File: src/rtl/capture_pkg.sv
// Shared state encoding for the pre-trigger capture block.
package capture_pkg;

    typedef enum logic [2:0] {
        ST_IDLE      = 3'd0,
        ST_FILL      = 3'd1,
        ST_WAIT_TRIG = 3'd2,
        ST_POST      = 3'd3,
        ST_READ      = 3'd4
    } cap_state_t;

endpackage

File: src/rtl/sdp_ram.sv
// Simple dual-port sample store: one write port, one registered read port (1-cycle latency).
module sdp_ram #(
    parameter int DW    = 8,
    parameter int DEPTH = 64,
    parameter int AW    = $clog2(DEPTH)
) (
    input  logic          clk,
    input  logic          we,
    input  logic [AW-1:0] waddr,
    input  logic [DW-1:0] wdata,
    input  logic          re,
    input  logic [AW-1:0] raddr,
    output logic [DW-1:0] rdata
);

    logic [DW-1:0] mem [DEPTH];

    always_ff @(posedge clk) begin
        if (we) mem[waddr] <= wdata;
        if (re) rdata <= mem[raddr];
    end

endmodule

File: src/rtl/pretrig_capture.sv
// Ring-buffer capture with PRE samples of history before a trigger, then a
// stall-safe streaming read-out of the DEPTH-sample window.
//
// state        | meaning
// ST_IDLE      | waiting for arm
// ST_FILL      | storing the first PRE samples, trig ignored
// ST_WAIT_TRIG | ring keeps running, waiting for en && trig
// ST_POST      | storing the remaining post-trigger samples
// ST_READ      | streaming the window out through the skid buffer
module pretrig_capture
    import capture_pkg::*;
#(
    parameter int DW    = 8,
    parameter int DEPTH = 64,
    parameter int PRE   = 16
) (
    input  logic          clk,
    input  logic          rst,
    input  logic          en,
    input  logic [DW-1:0] din,
    input  logic          arm,
    input  logic          trig,
    output logic          busy,
    output logic          triggered,
    output logic [DW-1:0] dout,
    output logic          dout_valid,
    input  logic          dout_ready,
    output logic          dout_last,
    output logic          done
);

    if ((DEPTH < 4) || ((DEPTH & (DEPTH - 1)) != 0) || (PRE < 0) || (PRE >= DEPTH)) begin : g_param_check
        $fatal(1, "pretrig_capture: DEPTH must be a power of two >= 4 and 0 <= PRE < DEPTH");
    end

    localparam int AW = $clog2(DEPTH);
    localparam logic [AW-1:0] PRE_A     = AW'(PRE);
    localparam logic [AW-1:0] FILL_LOAD = AW'((PRE > 0) ? PRE - 1 : 0);
    localparam logic [AW-1:0] POST_LOAD = AW'((DEPTH - PRE >= 2) ? DEPTH - PRE - 2 : 0);
    localparam logic [AW:0]   RD_TOTAL  = (AW + 1)'(DEPTH);
    localparam logic [AW:0]   RD_LAST   = (AW + 1)'(DEPTH - 1);
    localparam cap_state_t    ARM_STATE  = (PRE == 0) ? ST_WAIT_TRIG : ST_FILL;
    localparam cap_state_t    TRIG_STATE = (PRE == DEPTH - 1) ? ST_READ : ST_POST;

    cap_state_t    state, state_nxt;
    logic          we;
    logic [AW-1:0] wr_ptr;
    logic [AW-1:0] cnt;
    logic [AW-1:0] trig_addr;

    logic [AW:0]   rd_cnt;
    logic [AW-1:0] rd_addr;
    logic          issue;
    logic          inflight;
    logic          inflight_last;
    logic [DW-1:0] ram_q;

    logic [1:0]    buf_cnt;
    logic [1:0]    occ;
    logic [DW-1:0] buf0, buf1;
    logic          buf0_last, buf1_last;
    logic          xfer;

    assign busy       = (state != ST_IDLE);
    assign triggered  = (state == ST_POST) || (state == ST_READ);
    assign dout_valid = (buf_cnt != 2'd0);
    assign dout_last  = dout_valid && buf0_last;
    assign dout       = buf0;
    assign xfer       = dout_valid && dout_ready;

    always_comb begin
        state_nxt = state;
        we        = 1'b0;
        case (state)
            ST_IDLE:      if (arm && !done) state_nxt = ARM_STATE;
            ST_FILL: begin
                we = en;
                if (en && cnt == '0) state_nxt = ST_WAIT_TRIG;
            end
            ST_WAIT_TRIG: begin
                we = en;
                if (en && trig) state_nxt = TRIG_STATE;
            end
            ST_POST: begin
                we = en;
                if (en && cnt == '0) state_nxt = ST_READ;
            end
            ST_READ:      if (xfer && buf0_last) state_nxt = ST_IDLE;
            default:      state_nxt = ST_IDLE;
        endcase
    end

    // cnt is a down-counter of samples still to write before the next phase change
    always_ff @(posedge clk) begin
        if (rst) begin
            state     <= ST_IDLE;
            wr_ptr    <= '0;
            cnt       <= '0;
            trig_addr <= '0;
            done      <= 1'b0;
        end else begin
            state <= state_nxt;
            done  <= (state == ST_READ) && xfer && buf0_last;
            if (state == ST_IDLE) begin
                if (arm && !done) begin
                    wr_ptr <= '0;
                    cnt    <= FILL_LOAD;
                end
            end else if (we) begin
                wr_ptr <= wr_ptr + 1'b1;
                if (state == ST_WAIT_TRIG) begin
                    if (trig) begin
                        trig_addr <= wr_ptr;
                        cnt       <= POST_LOAD;
                    end
                end else if (cnt != '0) begin
                    cnt <= cnt - 1'b1;
                end
            end
        end
    end

    // Reads are only issued when the skid buffer is guaranteed room for the returning word
    assign occ     = buf_cnt + {1'b0, inflight};
    assign issue   = (state == ST_READ) && (rd_cnt != RD_TOTAL) && ((occ < 2'd2) || xfer);
    assign rd_addr = (trig_addr - PRE_A) + rd_cnt[AW-1:0];

    always_ff @(posedge clk) begin
        if (rst || state != ST_READ) begin
            rd_cnt        <= '0;
            inflight      <= 1'b0;
            inflight_last <= 1'b0;
        end else begin
            inflight      <= issue;
            inflight_last <= issue && (rd_cnt == RD_LAST);
            if (issue) rd_cnt <= rd_cnt + 1'b1;
        end
    end

    always_ff @(posedge clk) begin
        if (rst) begin
            buf_cnt   <= 2'd0;
            buf0      <= '0;
            buf1      <= '0;
            buf0_last <= 1'b0;
            buf1_last <= 1'b0;
        end else begin
            case ({inflight, xfer})
                2'b11: begin
                    if (buf_cnt == 2'd2) begin
                        buf0      <= buf1;
                        buf0_last <= buf1_last;
                        buf1      <= ram_q;
                        buf1_last <= inflight_last;
                    end else begin
                        buf0      <= ram_q;
                        buf0_last <= inflight_last;
                    end
                end
                2'b10: begin
                    if (buf_cnt == 2'd0) begin
                        buf0      <= ram_q;
                        buf0_last <= inflight_last;
                    end else begin
                        buf1      <= ram_q;
                        buf1_last <= inflight_last;
                    end
                    buf_cnt <= buf_cnt + 2'd1;
                end
                2'b01: begin
                    buf0      <= buf1;
                    buf0_last <= buf1_last;
                    buf1_last <= 1'b0;
                    buf_cnt   <= buf_cnt - 2'd1;
                end
                default: ;
            endcase
        end
    end

    sdp_ram #(.DW(DW), .DEPTH(DEPTH), .AW(AW)) u_ram (
        .clk   (clk),
        .we    (we),
        .waddr (wr_ptr),
        .wdata (din),
        .re    (issue),
        .raddr (rd_addr),
        .rdata (ram_q)
    );

endmodule

File: config.mk
export PLATFORM = sky130hd
export DESIGN_NAME = pretrig_capture
export DESIGN_NICKNAME = d
export VERILOG_FILES = /design/src/rtl/capture_pkg.sv /design/src/rtl/sdp_ram.sv /design/src/rtl/pretrig_capture.sv
export SDC_FILE = /design/constraint.sdc
export NUM_CORES = 1
export LEC_CHECK = 0
export ABC_AREA = 0
export CORE_MARGIN = 4
export CORE_UTILIZATION = 45
export DETAILED_ROUTE_END_ITERATION = 10
export SYNTH_ARGS = -nofsm -noshare
export SYNTH_HDL_FRONTEND = slang
export SYNTH_SLANG_ARGS = --single-unit
File: constraint.sdc
create_clock -name clk -period 8.01 [get_ports clk]
set_input_delay 1.2015 -clock clk [delete_from_list [all_inputs] [get_ports clk]]
set_output_delay 1.2015 -clock clk [all_outputs]
set_load 0.005 [all_outputs]
After elaboration in Yosys (flattened, before gate mapping)
Memory sizes are Yosys's and may differ from the RTL's. A register that Yosys moved wholly into a read port is not among the register bits.
Index checks and enable logic that the tools add are counted.
W data, S select, Z words.
{"block": "word_totals", "register_bits": 51, "ramBits": 512, "n_memories": 1}
{"block": "classes", "n_addsub": 8, "order_cmp": 1, "n_eq_ne": 20, "mux": 31, "bitwise": 1, "reduce_logical": 34}
{"name": "u_ram.mem", "depth": 64, "word_bits": 8, "rd": 1, "rd_ports_with_merged_regs": 1, "wr": 1, "line": "sdp_ram.sv:16", "rtl": "logic [DW-1:0] mem [DEPTH];"}
{"cell": "$mux W6", "n": 9}
{"cell": "$mux W8", "n": 4}
{"cell": "$pmux W8 S3", "n": 1}
{"cell": "$pmux W8 S2", "n": 1}
{"cell": "$mux W3", "n": 5}
{"cell": "$pmux W3 S5", "n": 1}
{"cell": "$ne A2 B2 Y1 const B", "n": 6}
{"cell": "$logic_and A1 B1 Y1", "n": 11}
{"cell": "$reduce_bool A3 Y1", "n": 3}
{"cell": "$reduce_and A4 Y1", "n": 2}
{"cell": "$reduce_bool A2 Y1", "n": 4}
{"cell": "$add A7 B1 Y7 const B", "n": 1}
{"cell": "$eq A7 B6 Y1 const B", "n": 1}
{"cell": "$mux W1", "n": 7}
{"cell": "$ne A7 B7 Y1 const B", "n": 1}
{"cell": "$add A6 B1 Y6 const B", "n": 1}
{"cell": "$add A6 B6 Y6", "n": 1}
{"cell": "$eq A2 B2 Y1 const B", "n": 3}
{"cell": "$eq A3 B2 Y1 const B", "n": 2}
{"cell": "$logic_not A6 Y1", "n": 1}
{"cell": "$ne A3 B3 Y1 const B", "n": 2}
{"cell": "$pmux W1 S3", "n": 2}
{"cell": "$reduce_and A3 Y1", "n": 2}
{"cell": "$reduce_bool A6 Y1", "n": 1}
{"cell": "19 further kinds", "n": 23}

Longest topological paths before layout
{"block": "logic_depth", "depth_word": 5, "depth_mapped": 11, "mapped_depth_nobuf": 9}

Hierarchy
A second synthesis with hierarchy kept.
{"block": "hier_totals", "hier_cells": 1274, "hier_area_um2": 23128.4}
{"module": "sdp_ram", "n_inst": 1, "cells_each": 940, "area_each_um2": 20246.9, "seq_area_each_um2": 15615.0}
{"module": "pretrig_capture", "n_inst": 1, "cells_each": 334, "area_each_um2": 2881.5, "seq_area_each_um2": 1021.0}

Least setup slack after synthesis
Ideal clock, no wire load.
{"block": "synth_path", "kind": "flip-flop to flip-flop", "startpoint": "register rd_cnt[1]", "endpoint": "register u_ram.rdata[6] (read register of u_ram.mem), data pin", "setup_time_ns": 0.258, "t_arrival_ns": 2.738, "path_slack_ns": 5.014, "path_stages_with_launch": 11, "n_path_buf": 2, "period_less_slack_ns": 2.996, "cell_sequence": "dfxtp_1 > ha_1 > ha_1 > inv_1 > fa_1 > buf_2 > clkbuf_1 > mux4_2 > a211oi_1 > a311oi_1 > o221a_1"}
{"block": "synth_via", "elab_chain_cells": 3, "word_cells_on_any_way": 4, "cone_classes": "add/sub (1); eq/ne (1); reduce/logical (2)"}
{"element": "from (decl)", "line": "pretrig_capture.sv:51", "rtl": "logic [AW:0] rd_cnt;"}
{"element": "from (signal assigned)", "line": "pretrig_capture.sv:136", "rtl": "if (issue) rd_cnt <= rd_cnt + 1'b1;"}
{"element": "branches (longest 3 deep; another with $add A6 B6 Y6)"}
{"element": "to (decl)", "line": "sdp_ram.sv:13", "rtl": "output logic [DW-1:0] rdata"}
Parallel ways; which one is timed is not known.
A chain may end at the register's enable or synchronous reset.

Worst setup path in the final report
Ends and elaborated chain as after synthesis.

==> summary.txt <==
Timing
  • Max-slew violation count: 0
  • Time the worst path needs with I/O delays and setup: approximately 4 ns
  • Total negative slack for setup checks: 0 ns
  • Maximum clock frequency: around 0.25 GHz
  • Worst setup margin: around 4 ns
  • Worst-case hold slack: between 0.4 and 0.5 ns
  • Relative slew margins: between 20% and 30%
  • Total setup violations reported at the end of the flow: 0
  • RSZ-0062 raised after global routing: false
  • Total count of hold-check failures in the final report: 0
  • Post-route clock skew: about 0.017 ns
  • Measured slew at the worst slew-check pin: 1.080 ns
  • Final Cycle Share: approximately 50%

Place
  • Worst slack after detailed placement: roughly 3.6 ns
  • Number of buffers added on ports: 26
  • Post-placement cell count: between 1,500 and 2,000
  • Detailed placer's ending HPWL: 30,170 µm
  • Final weighted congestion in routability-driven placement: between 0.8 and 0.9

Logic synthesis
  • Yosys warning count: 0
  • Count of mapped cells out of synthesis: between 1,000 and 1,500
  • Number of synthesized flops with an enable pin: 520
  • Area of the mapped netlist: between 20,000 and 25,000 µm²
  • Avg Inst Size Synth: ~18 µm²
  • Proportion of netlist area held by the largest area contributor: between 60% and 70%
  • Number of distinct standard cells referenced by the synthesized netlist: slightly below 60
  • Flip-flop and latch count after synthesis: between 500 and 600
  • Biggest area consumer among synthesized cells: sky130_fd_sc_hd__edfxtp_1
  • Register area share after synthesis: ~72%
  • Top FF cell, synth: sky130_fd_sc_hd__edfxtp_1
  • Number of nets in the synthesized netlist: about 1,300
  • Fraction of registers with async set or reset after synthesis: 0%
  • Leading cell types by total area after synthesis: sky130_fd_sc_hd__edfxtp_1, sky130_fd_sc_hd__mux4_2, sky130_fd_sc_hd__dfxtp_1, sky130_fd_sc_hd__mux2i_1, sky130_fd_sc_hd__nor2_1

Hold path
  • Cell depth of the worst min-delay path: 2
  • End point of the most critical hold path: dout[6]$_SDFFE_PP0P_
  • Hold crit path type: flop to flop
  • Hold path startpoint: dout[6]$_SDFFE_PP0P_

Pwr
  • Int Pwr: 4.865 mW
  • Lkg Pwr: between 7 and 8 nW
  • Relative contribution of combinational cells to total power: 2.6%
  • Sequential share of power: roughly 54%
  • Net switching power of the design: ~1.2 mW
  • Clock power share: between 40% and 50%
  • Power consumption: ~6.1 mW
  • PwrDens: ~230 nW/µm²
  • Maximum VDD drop: between 0.0001 and 0.00015 V
  • Switching share of power: roughly a fifth

Clocking
  • Number of buffers inserted during clock tree synthesis: 57
  • Maximum level of the CTS H-tree: 2
  • Clock Latency Late Sink: roughly 0.6 ns
  • Post-CTS resize count: 0
  • Clock tree buffer depth: 3
  • Clock tree from TritonCTS: built
  • Sink count of the clock tree: around 570
  • Root buf cell: sky130_fd_sc_hd__clkbuf_16
  • Hold bufs inserted after CTS: 0
  • Clock-pin slew of the registers on the worst-case setup and hold paths: around 0.06 ns
  • Number of setup buffers added after CTS: 0

Final layout
  • Number of nets in the layout: between 1,000 and 1,500
  • Area Growth Syn to Fin: 11.84%
  • Most frequent cells in the layout: sky130_fd_sc_hd__edfxtp_1, sky130_fd_sc_hd__mux4_2, sky130_fd_sc_hd__nor2_1
  • Fraction of final layout cells with drive strength greater than 1: 19.01%
  • Fill cell instance count of the final layout: 4,039
  • Final standard cell count with taps included and fillers excluded: around 2,000
  • Number of diodes: 0
  • Most common library cell in the layout ignoring fill and taps: sky130_fd_sc_hd__edfxtp_1

Routing
  • Average routed wire per standard cell: ~25 µm
  • Met2 wire length: around 24,000 µm
  • Remaining design rule violation count: 0
  • Met3 WL post-DR: between 3000 and 4000 µm
  • Highest metal used: met4
  • Routed met1 length: ~22,000 µm
  • Wire length reported by the detailed router: a little over 50,000 µm
  • Via count of the routed design: 11,700
  • DRT iter0 DRCs: 1,115
  • First drt pass iteration count: 7
  • Count of antenna-violating nets left after detailed routing: 0
  • Vias per cell: a little under 6

Die
  • Num rows: between 80 and 90
  • Die outline area: approximately 55,000 µm²
  • Initial standard-cell utilization of the core: between 40 and 50%
  • Vertical extent of the die: around 230 µm
  • Area of the placeable core: between 50,000 and 60,000 µm²
  • Ports: 27
  • Chip Width: between 200 and 250 µm

Global route
  • GRT Util Overall: around a fifth
  • Wire length of the first global-routing pass: 75,840 µm
  • Initial antenna violation count: 0
  • Remaining global-route overflow: 0
  • Number of global-route vias before repair: approximately 12,000
  • Pin count of the biggest net entering global routing: roughly 100

Worst setup path
  • Critical Path Start Type: flop
  • R2R Path End: u_ram.rdata[6]$_DFFE_PP_
  • Family with the most delay on the worst path: buffers and inverters
  • Type of element capturing the critical path: flop
  • CP max-delay cell: sky130_fd_sc_hd__clkinv_1
  • Reg2reg path depth: 9
  • Startpoint of the most critical register-to-register path: rd_cnt[1]$_SDFFE_PP0P_
  • Delay of the slowest cell on the worst path: between 0.7 and 0.8 ns
  • Cells along the critical path: ha_1, ha_4, inv_1, fa_2, buf_4, clkinv_1, or3_1, a311o_1, o221a_1
  • Count of buffer and inverter cells on the critical path: 3
  • Setup slack, reg-to-reg: approximately 4 ns
  • Critical-path maximum fanout: 39
  • Critical path required time: approximately 8.4 ns
  • Data arrival, critical path: around 4.4 ns
  • Kind of critical path: flop to flop

Run
  • # Max-Cap Violations: 0

Run status
  • Outcome: finished, final reports clean
-- worst min-delay path, stage by stage, from the launching register on --
cell	delay [ns]
sky130_fd_sc_hd__dfxtp_1	0.31
sky130_fd_sc_hd__nand2_1	0.05
sky130_fd_sc_hd__a21oi_1	0.05
-- synth_stat cells, drive strengths merged, types with 6 or more instances --
cell,instances
mux4,133
o21ai,7
nand2,71
a221oi,9
nand4,14
a21oi,26
ha,18
mux2i,60
inv,18
o22ai,6
clkbuf,29
a311o,8
buf,43
edfxtp,520
nor3,8
nor2,124
xnor2,7
nand3,13
o2111ai,21
xor2,13
dfxtp,51
a31oi,6
nor2b,15
-- layout make-up --
cell class / instances / area, µm² / share of cell area (%)
Tap cell: 672 / 840.8 / 3.254
Timing Repair Buffer: 43 / 372.9 / 1.443
Multi-Input combinational cell: 610 / 6067 / 23.48
Clock inverter: 38 / 390.4 / 1.511
Clock buffer: 66 / 1460 / 5.651
Inverter: 19 / 71.32 / 0.2760
Sequential cell: 571 / 16640 / 64.38
-- state kept, by name, summed over array words and instances, names as in the netlist --
register	cells
done	1
trig_addr	6
inflight_last	1
buf1_last	1
buf_cnt	2
dout	8
u_ram.rdata	8
state	3
wr_ptr	6
cnt	6
rd_cnt	7
buf0_last	1
u_ram.mem	512
inflight	1
buf1	8
-- layer usage --
metal	up-vias	global-route usage, %
li1	5154	-
met1	6054	26.43
met2	396	29.42
met3	95	3.255
met4	0	6.478
met5	-	0
-- worst max path at each step --
stage / from / to / depth (start not counted)
global placement: en / u_ram.mem[30][3]$_DFFE_PP_ / 5
CTS: rd_cnt[1]$_SDFFE_PP0P_ / u_ram.rdata[6]$_DFFE_PP_ / 9
floorplan: rd_cnt[1]$_SDFFE_PP0P_ / u_ram.rdata[6]$_DFFE_PP_ / 10
global route: rd_cnt[1]$_SDFFE_PP0P_ / u_ram.rdata[6]$_DFFE_PP_ / 9
detailed placement: en / u_ram.mem[54][5]$_DFFE_PP_ / 5
finish: rd_cnt[1]$_SDFFE_PP0P_ / u_ram.rdata[6]$_DFFE_PP_ / 9
-- per-stage QoR --
| step | area (µm²) | utilization [%] |
|---|---|---|
| finish | 25840 | 51.19 |
| global route | 25840 | 51.19 |
| CTS | 25840 | 51.19 |
| detailed placement | 23990 | 47.52 |
| global placement | 23990 | 47.52 |
| floorplan | 23100 | - |
-- power by group through the flow --
stage | Clock, mW | Sequential, mW | Combinational (mW)
2_1_floorplan | 0 | 3.33 | 0.0797
3_3_place_gp | 0 | 3.34 | 0.156
3_5_place_dp | 0 | 3.34 | 0.160
4_1_cts | 2.69 | 3.28 | 0.159
5_1_grt | 2.82 | 3.28 | 0.172
6_report | 2.64 | 3.28 | 0.157
-- logic make-up after synthesis --
| family | synth area share (%) |
|---|---|
| flops | 72.01 |
| simple gates | 5.465 |
| mux | 15.61 |
| compound gates | 3.082 |
| buf+inv | 1.977 |
| xor+xnor | 0.7907 |
| fa+ha+maj | 1.062 |
Note: power is estimated with default switching activity, not from simulation.
